<file path="config.mk">
export PLATFORM = sky130hd
export DESIGN_NAME = alu_seq
export DESIGN_NICKNAME = d
export VERILOG_FILES = /design/src/rtl/alu_pkg.sv /design/src/rtl/alu_comb.sv /design/src/rtl/alu_seq.sv
export SDC_FILE = /design/constraint.sdc
export NUM_CORES = 1
export LEC_CHECK = 0
export CAP_MARGIN = 20
export CORE_AREA = 2 2 93 95
export DETAILED_ROUTE_END_ITERATION = 6
export DIE_AREA = 0 0 95 97
export GPL_TIMING_DRIVEN = 0
export PLACE_DENSITY_LB_ADDON = 0.08
export SETUP_SLACK_MARGIN = 0.2
export SYNTH_ARGS = -nofsm -noshare
export SYNTH_HDL_FRONTEND = slang
export SYNTH_SLANG_ARGS = --single-unit
</file>
<file path="constraint.sdc">
create_clock -name clk -period 2.2 [get_ports clk]
set_input_delay 0.22 -clock clk [delete_from_list [all_inputs] [get_ports clk]]
set_output_delay 0.22 -clock clk [all_outputs]
set_load 0.05 [all_outputs]
</file>
<file path="src/rtl/alu_pkg.sv">
// Shared definitions for the sequential ALU: opcodes, FSM states, flag bundle.
package alu_pkg;

  localparam logic [3:0] OP_ADD = 4'd0;
  localparam logic [3:0] OP_SUB = 4'd1;
  localparam logic [3:0] OP_NOT = 4'd2;
  localparam logic [3:0] OP_AND = 4'd3;
  localparam logic [3:0] OP_OR  = 4'd4;
  localparam logic [3:0] OP_XOR = 4'd5;
  localparam logic [3:0] OP_SLT = 4'd6;
  localparam logic [3:0] OP_EQ  = 4'd7;
  localparam logic [3:0] OP_SLL = 4'd8;
  localparam logic [3:0] OP_SRL = 4'd9;
  localparam logic [3:0] OP_SRA = 4'd10;
  localparam logic [3:0] OP_MUL = 4'd11;
  localparam logic [3:0] OP_ILLEGAL_MIN = 4'd12;

  typedef enum logic [1:0] {
    S_IDLE = 2'd0,
    S_BUSY = 2'd1,
    S_DONE = 2'd2
  } state_t;

  typedef struct packed {
    logic carry;
    logic overflow;
    logic zero;
    logic negative;
    logic err;
  } flags_t;

endpackage

</file>
<file path="src/rtl/alu_comb.sv">
// Single-cycle evaluation of the logic/arithmetic opcodes (0-7) and their flags.
// Illegal opcodes yield result 0 with err set; iterative opcodes yield 0 here.
module alu_comb
  import alu_pkg::*;
#(
  parameter int WIDTH = 8
) (
  input  logic [3:0]       op,
  input  logic [WIDTH-1:0] x,
  input  logic [WIDTH-1:0] y,
  output logic [WIDTH-1:0] res,
  output flags_t           flags
);

  localparam logic [WIDTH:0] ONE = (WIDTH + 1)'(1);

  logic [WIDTH:0] sum;
  logic [WIDTH:0] diff;
  logic           msb_x;
  logic           msb_y;

  // The top bit of each widened sum is the carry-out; for x+~y+1 it is no-borrow.
  assign sum   = {1'b0, x} + {1'b0, y};
  assign diff  = {1'b0, x} + {1'b0, ~y} + ONE;
  assign msb_x = x[WIDTH-1];
  assign msb_y = y[WIDTH-1];

  // Opcode decode with carry/overflow only on ADD and SUB.
  always_comb begin
    res            = '0;
    flags.carry    = 1'b0;
    flags.overflow = 1'b0;
    flags.err      = 1'b0;
    case (op)
      OP_ADD: begin
        res            = sum[WIDTH-1:0];
        flags.carry    = sum[WIDTH];
        flags.overflow = (msb_x == msb_y) && (sum[WIDTH-1] != msb_x);
      end
      OP_SUB: begin
        res            = diff[WIDTH-1:0];
        flags.carry    = diff[WIDTH];
        flags.overflow = (msb_x != msb_y) && (diff[WIDTH-1] != msb_x);
      end
      OP_NOT: res = ~x;
      OP_AND: res = x & y;
      OP_OR:  res = x | y;
      OP_XOR: res = x ^ y;
      OP_SLT: res = {{(WIDTH-1){1'b0}}, ($signed(x) < $signed(y))};
      OP_EQ:  res = {{(WIDTH-1){1'b0}}, (x == y)};
      default: flags.err = (op >= OP_ILLEGAL_MIN);
    endcase
    flags.zero     = (res == '0);
    flags.negative = res[WIDTH-1];
  end

endmodule

</file>
<file path="src/rtl/alu_seq.sv">
// Handshaked ALU. Simple ops finish in one cycle; shifts move one bit per cycle
// and MUL does one shift-add step per multiplier bit. Result and flags are held
// in registers while DONE waits for the consumer.
// Handshake: a transfer happens on an edge where valid && ready; the input side
// is ready only in IDLE, and the output side presents valid only in DONE.
module alu_seq
  import alu_pkg::*;
#(
  parameter int WIDTH = 8,
  localparam int SHW = $clog2(WIDTH)
) (
  input  logic             clk,
  input  logic             rst_n,
  input  logic             in_valid,
  output logic             in_ready,
  input  logic [3:0]       op,
  input  logic [WIDTH-1:0] x,
  input  logic [WIDTH-1:0] y,
  output logic             out_valid,
  input  logic             out_ready,
  output logic [WIDTH-1:0] result,
  output logic             carry,
  output logic             overflow,
  output logic             zero,
  output logic             negative,
  output logic             err,
  output logic             busy
);

  localparam logic [SHW:0] CNT_ONE  = (SHW + 1)'(1);
  localparam logic [SHW:0] CNT_FULL = (SHW + 1)'(WIDTH);

  state_t           state;
  logic [3:0]       op_q;
  logic [WIDTH-1:0] acc;
  logic [WIDTH-1:0] mcand;
  logic [WIDTH-1:0] mplier;
  logic [SHW:0]     cnt;
  logic [WIDTH-1:0] result_q;
  flags_t           flags_q;

  logic [WIDTH-1:0] comb_res;
  flags_t           comb_flags;
  logic [WIDTH-1:0] acc_nxt;
  logic [SHW:0]     amt;
  logic             is_shift;

  alu_comb #(.WIDTH(WIDTH)) u_comb (
    .op    (op),
    .x     (x),
    .y     (y),
    .res   (comb_res),
    .flags (comb_flags)
  );

  assign amt      = {1'b0, y[SHW-1:0]};
  assign is_shift = (op == OP_SLL) || (op == OP_SRL) || (op == OP_SRA);

  // One iteration step: a single-bit shift, or one multiplier-bit shift-add.
  always_comb begin
    acc_nxt = acc;
    case (op_q)
      OP_SLL:  acc_nxt = {acc[WIDTH-2:0], 1'b0};
      OP_SRL:  acc_nxt = {1'b0, acc[WIDTH-1:1]};
      OP_SRA:  acc_nxt = {acc[WIDTH-1], acc[WIDTH-1:1]};
      default: acc_nxt = mplier[0] ? (acc + mcand) : acc;
    endcase
  end

  // FSM, iteration registers and the held output bundle.
  always_ff @(posedge clk) begin
    if (!rst_n) begin
      state    <= S_IDLE;
      op_q     <= '0;
      acc      <= '0;
      mcand    <= '0;
      mplier   <= '0;
      cnt      <= '0;
      result_q <= '0;
      flags_q  <= '0;
    end else begin
      case (state)
        S_IDLE: begin
          if (in_valid) begin
            op_q <= op;
            if (is_shift && (amt != '0)) begin
              acc   <= x;
              cnt   <= amt;
              state <= S_BUSY;
            end else if (op == OP_MUL) begin
              acc    <= '0;
              mcand  <= x;
              mplier <= y;
              cnt    <= CNT_FULL;
              state  <= S_BUSY;
            end else if (is_shift) begin
              // Zero shift amount passes x through without iterating.
              result_q <= x;
              flags_q  <= '{carry: 1'b0, overflow: 1'b0, zero: (x == '0),
                            negative: x[WIDTH-1], err: 1'b0};
              state    <= S_DONE;
            end else begin
              result_q <= comb_res;
              flags_q  <= comb_flags;
              state    <= S_DONE;
            end
          end
        end
        S_BUSY: begin
          acc    <= acc_nxt;
          mcand  <= {mcand[WIDTH-2:0], 1'b0};
          mplier <= {1'b0, mplier[WIDTH-1:1]};
          cnt    <= cnt - CNT_ONE;
          if (cnt == CNT_ONE) begin
            result_q <= acc_nxt;
            flags_q  <= '{carry: 1'b0, overflow: 1'b0, zero: (acc_nxt == '0),
                          negative: acc_nxt[WIDTH-1], err: 1'b0};
            state    <= S_DONE;
          end
        end
        S_DONE: begin
          if (out_ready) state <= S_IDLE;
        end
        default: state <= S_IDLE;
      endcase
    end
  end

  assign in_ready  = (state == S_IDLE) && rst_n;
  assign out_valid = (state == S_DONE);
  assign busy      = (state != S_IDLE);
  assign result    = result_q;
  assign carry     = flags_q.carry;
  assign overflow  = flags_q.overflow;
  assign zero      = flags_q.zero;
  assign negative  = flags_q.negative;
  assign err       = flags_q.err;

endmodule

</file>
== After elaboration in Yosys (flattened, before gate mapping) ==
Cells that the tools add are included.

* Register bits: 47
* Word-level logic and storage cells: 112
* Bits of input ports: 24

* Equality and inequality tests: 29
* Mux-type cells: 39
* Add/sub/neg operators: 5
* $lt $le $gt $ge: 2
* Reduce and logical (&&, ||, !) cells: 20
* Bitwise operators: 5

{| class="wikitable"
|+ Operators by type and width
! operator !! number
|-
| $mux 8 || 15
|-
| $pmux 8 s2 || 4
|-
| $pmux 8 s8 || 1
|-
| $eq 4x4->1 const B || 7
|-
| $mux 5 || 5
|-
| $logic_not 8->1 || 3
|-
| $pmux 8 s3 || 1
|-
| $add 8x8->9 || 2
|-
| $eq 4x3->1 const B || 4
|-
| $not 8->8 || 2
|-
| $mux 4 || 3
|-
| $mux 2 || 5
|-
| $ne 2x2->1 const B || 5
|-
| $pmux 5 s2 || 1
|-
| $add 9x1->9 const B || 1
|-
| $add 8x8->8 || 1
|-
| $and 8x8->8 || 1
|-
| $eq 4x1->1 const B || 2
|-
| $eq 4x2->1 const B || 2
|-
| $eq 8x8->1 || 1
|-
| $lt 8x8->1 || 1
|-
| $or 8x8->8 || 1
|-
| $pmux 4 s2 || 1
|-
| $reduce_or 8->1 || 1
|-
| 22 further kinds || 30
|}

== Depth between registers and ports, before layout ==
* Depth after elaboration: 11
* Depth in mapped cells: 12

== Modules after synthesis ==
Synthesis repeated with hierarchy kept, for this count alone.

* Cells, all modules: 593
* Area, all modules: 4,396.7 um^2

{| class="wikitable"
|+ By module, submodules not included
! module !! cells an instance !! instances !! seq. area each (um^2) !! area an instance (um^2)
|-
| alu_seq || 393 || 1 || 940.9 || 2,997.9
|-
| alu_comb || 200 || 1 || 0.0 || 1,398.8
|}

== Worst setup path after synthesis ==
No wires, ideal clock.

* Path kind: input to register
* From: in x[7]
* To: reg result_q[0], in the netlist result[0]
* Setup time: 66 ps
* Path buffers: 2
* Stages: 11
* Arrival time: 2,186 ps
* Setup slack: -51 ps
* Cell sequence: clkbuf_1 inv_1 ha_1 clkbuf_1 nor4_1 a21o_1 o41ai_1 a41oi_1 a221oi_1 a21oi_1 nor2b_1

* Word-level cells in the longest chain between the ends: 7
* Elaborated cells on any way between the ends: 8
* Classes of those cells: order compare (1); eq/ne (1); mux (6)

{| class="wikitable"
|+ RTL lines
! element !! RTL line !! source
|-
| start, declared || alu_seq.sv:17 || <nowiki>input logic [WIDTH-1:0] x,</nowiki>
|-
| $lt 8x8->1 / $eq 8x8->1 (equally long branches) || alu_comb.sv:49, alu_comb.sv:50 ||
|-
| $pmux 8 s8 (*) || alu_comb.sv:34 || <nowiki>case (op)</nowiki>
|-
| $mux 8 (*) || alu_seq.sv:96 || <nowiki>end else if (is_shift) begin</nowiki>
|-
| $mux 8 (*) || alu_seq.sv:90 || <nowiki>end else if (op == OP_MUL) begin</nowiki>
|-
| $mux 8 (*) || alu_seq.sv:86 || <nowiki>if (is_shift && (amt != '0)) begin</nowiki>
|-
| $mux 8 (*) || alu_seq.sv:84 || <nowiki>if (in_valid) begin</nowiki>
|-
| $pmux 8 s2 (*) || alu_seq.sv:82 || <nowiki>case (state)</nowiki>
|-
| end signal, assigned || alu_seq.sv:103 || <nowiki>result_q <= comb_res;</nowiki>
|-
| end signal, assigned || alu_seq.sv:115 || <nowiki>result_q <= acc_nxt;</nowiki>
|-
| end, declared || alu_seq.sv:39 || <nowiki>logic [WIDTH-1:0] result_q;</nowiki>
|}

Every way passes the cells marked *; elsewhere a longest branch is shown, timed or not. The select of a mux whose other input is x is not followed.
A chain may end at the register's enable or synchronous reset.

== Worst setup path after layout ==
* From: reg acc[0]
* To: reg flags_q (netlist bit zero)

* Word-level cells in the longest chain between the ends: 6

{| class="wikitable"
|+ RTL lines
! element !! RTL line !! source
|-
| start, declared || alu_seq.sv:35 || <nowiki>logic [WIDTH-1:0] acc;</nowiki>
|-
| start signal, assigned || alu_seq.sv:110 || <nowiki>acc <= acc_nxt;</nowiki>
|-
| $add 8x8->8 || alu_seq.sv:66 || <nowiki>default: acc_nxt = mplier[0] ? (acc + mcand) : acc;</nowiki>
|-
| $mux 8 || alu_seq.sv:66 ||
|-
| $pmux 8 s3 (*) || alu_seq.sv:62 || <nowiki>case (op_q)</nowiki>
|-
| $logic_not 8->1 (*) || alu_seq.sv:116 || <nowiki>flags_q <= '{carry: 1'b0, overflow: 1'b0, zero: (acc_nxt == '0),</nowiki>
|-
| $mux 5 (*) || alu_seq.sv:114 || <nowiki>if (cnt == CNT_ONE) begin</nowiki>
|-
| $pmux 5 s2 (*) || alu_seq.sv:82 ||
|-
| end signal, assigned || alu_seq.sv:99 || <nowiki>flags_q <= '{carry: 1'b0, overflow: 1'b0, zero: (x == '0),</nowiki>
|-
| end signal, assigned || alu_seq.sv:104 || <nowiki>flags_q <= comb_flags;</nowiki>
|-
| end signal, assigned || alu_seq.sv:116 ||
|-
| end, declared || alu_seq.sv:40 || <nowiki>flags_t flags_q;</nowiki>
|}

Marks and branches as above.

==> flow_summary.ini <==
[run_status]
status = complete, but fails checks
violations = negative setup slack

[sta]
max_freq_ghz = 0.4378
drv_slew = 0
fin_skew_ns = 0.01177
relSlewSlack = 0.6260
fin_crit_sh = 1.038
fin_crit_ns = 2.284
rsz0062_at_grt = yes
hold_ws_ns = 0.2107
report.final.setup_viol = 4
finalHoldViolCount = 0
finalWorstSetupSlack_ns = -0.08421
worst_pin_slew_ns = 0.5609

[yosys]
synth_nets = 601
synth_top_flop_cell = dfxtp_1
syn_avg_cell_area_um2 = 7.860
yosysSeqAreaShare = 0.2174
yosys_warnings = 0
synth_top_area_share = 0.2174
ys_seq_elements = 46
synth_cell_type_count = 75
synthTopCellsByArea = dfxtp_1 (22%), ha_1 (10%), a21oi_1 (4.7%), o211a_1 (4.5%), o211ai_1 (4.3%)
synth_top_cell_by_area = dfxtp_1
synth-edff-count = 0
syn_area_mm2 = 0.004237
async_flop_share = 0
synthCells = 539

[detailed_routing]
first_iter_violations = 445
vias_per_cell = 6.408
wire_per_inst_um = 19.79
wirelength_mm = 14.23
firstDrtPassIters = 5
drtAntennaViolNets = 0
remaining_drc_errors = 0
via_count = 4607

[power_and_ir_drop]
power_per_cell_area_mw_per_mm2 = 487.1
irDropWorstVdd_mv = 0.3841
total_power_uw = 2753
p_leak_uw = 0.002369

[global_route]
antenna_found_initial = 0
overflow = 0
grt_pass1_wl_mm = 22.37
grt_max_degree = 15
grt_pass1_vias = 4191
grt_use_total = 0.3060

[clock_tree]
clockRootBuffer = clkbuf_8
holdBufCountCts = 0
htreeDepth = 2
cts_sinks = 46
cts_tree = done
path_clk_slew_ns = 0.09
cts_inserted_buffers = 5
cts_buffer_depth = 2
clk_latency_ns = 0.31

[floorplanning]
die_h_um = 97
initial_core_util = 0.5208
io_pins = 40
core_area_mm2 = 0.008134
die_w_um = 95
die_area_mm2 = 0.009215
rows = 33

[critical_path]
crit_path_cell_trace = ha_4, inv_2, fa_2, nor2b_2, o21a_1, or3_1, a41oi_2, o211ai_1, nor4_1, a31o_1
worstSetupPathType = flop to flop
critPathCaptureType = flop
crit_slowest_cell = dfxtp_4
cp_max_fo = 3
cp.required_ns = 2.46
rr_worst_depth = 10
slowest_delay_ns = 0.36
critPathLaunchType = flop
critPathArrivalTime_ns = 2.55

[flow_run]
cap_violations = 0

[finish]
final_common_cell = nand2_1
layout.cells.most_common_list = nand2_1 (40), dfxtp_1 (36), buf_4 (33)
antenna_cells = 0
drive_gt1_frac = 0.3241
area_growth_pct = 33.40
final_nets = 675

[place]
gp_congestion = 0.9831
place_hpwl_mm = 10.40
portBuffers = 37

[min_path]
hold_path.class = primary input to flop
hold_depth = 3
[cells in the mapped netlist (3+ instances only)]
library cell / n
dfxtp_1: 46
a21oi_1: 40
nand2_1: 40
ha_1: 35
inv_1: 33
nor2_1: 29
nand3_1: 24
o211ai_1: 24
clkbuf_1: 19
o211a_1: 19
o21ai_0: 17
buf_2: 16
a22oi_1: 15
nor2b_1: 12
a211oi_1: 10
o22ai_1: 10
nor3_1: 9
a21boi_0: 8
nor4_1: 8
a21o_1: 7
nand2b_1: 7
and3_1: 6
or3_1: 6
and2b_1: 5
nand4_1: 5
a211oi_2: 4
a31oi_1: 4
mux2i_1: 4
a311oi_1: 3
fa_1: 3
nand3b_1: 3
nor3b_1: 3
o221ai_1: 3
o2bb2ai_1: 3
o311a_1: 3
o31ai_1: 3
xnor2_1: 3
[layout make-up]
| type | instances | area (um2) |
|---|---|---|
| flip-flops and latches | 46 | 938.4 |
| fillers | 637 | 2482 |
| clock inverters | 2 | 37.54 |
| repair buffers | 67 | 609.3 |
| well taps | 105 | 131.4 |
| multi-input cells | 418 | 3467 |
| inverters | 35 | 152.6 |
| plain buffers | 40 | 242.7 |
| clock buffers | 6 | 72.57 |
[through the flow]
| stage | std cells | worst slack, ns | cell area [um2] | setup TNS, ns | util |
|---|---|---|---|---|---|
| final | 719 | -0.08421 | 5652 | -0.1363 | 0.6948 |
| after global routing | 719 | -0.1857 | 5652 | -0.7476 | 0.6948 |
| after CTS | 702 | -0.03136 | 5385 | -0.03612 | 0.6621 |
| after detailed placement | 681 | -1.171 | 4906 | -12.41 | 0.6031 |
| after global placement | 681 | -1.162 | 4906 | -11.82 | 0.6031 |
| after floorplan | 539 | 0.1045 | 4404 | 0 | - |
[cell families (layout without fill, tap and decap cells)]
logic type / Yosys count / after routing / share of synthesized area
AO/OA/AOI/OAI: 201 / 201 / 0.3565
AND/OR/NAND/NOR: 169 / 169 / 0.2079
buffers and inverters: 75 / 150 / 0.07649
flip-flops: 46 / 46 / 0.2174
adder cells (fa/ha/maj): 38 / 38 / 0.1175
XOR/XNOR: 5 / 5 / 0.01211
multiplexers: 5 / 5 / 0.01211
[worst max-delay path: cells and delay by family, from the launching register on]
| kind | cells | cell delay, ns |
|---|---|---|
| adder cells (fa/ha/maj) | 2 | 0.36 |
| flip-flops | 1 | 0.36 |
| buffers and inverters | 1 | 0.05 |
| AO/OA/AOI/OAI | 4 | 0.78 |
| AND/OR/NAND/NOR | 3 | 0.70 |
[registers in the layout, summed over array words and instances, names as in the netlist]
| name | count |
|---|---|
| acc | 8 |
| mcand | 8 |
| mplier | 8 |
| result | 8 |
| cnt | 4 |
| op_q | 4 |
| state | 2 |
| carry | 1 |
| err | 1 |
| overflow | 1 |
| zero | 1 |
[report_power, final]
group	total, uW	switching (uW)	internal, uW
combinational	1160	678	483
sequential	949	56.9	893
clock	642	303	339
total	2750	1040	1710
[worst paths after layout]
kind	startpoint	end	slack, ns
hold / removal	x[0]	mcand[0]	0.21
setup reg to reg	acc[0]	zero	-0.08
setup / recovery	acc[0]	zero	-0.08
hold reg to reg	op_q[2]	op_q[2]	0.46
[per-layer routing]
| metal | share of wire | global-route usage | wire length (um) |
|---|---|---|---|
| met5 | 0 | 0 | 0 |
| met4 | 0.030 | 0.06912 | 420 |
| met1 | 0.44 | 0.4392 | 6328 |
| met2 | 0.46 | 0.4855 | 6580 |
| met3 | 0.063 | 0.04050 | 901 |
[repair_timing]
action / 4_1_cts / 5_1_grt
buffers inserted: 13 / 17
setup endpoints to repair: 38 / 41
pin swaps: 31 / 14
gates resized for setup: 132 / 70
No activity file was read; power rests on OpenSTA's default activity.
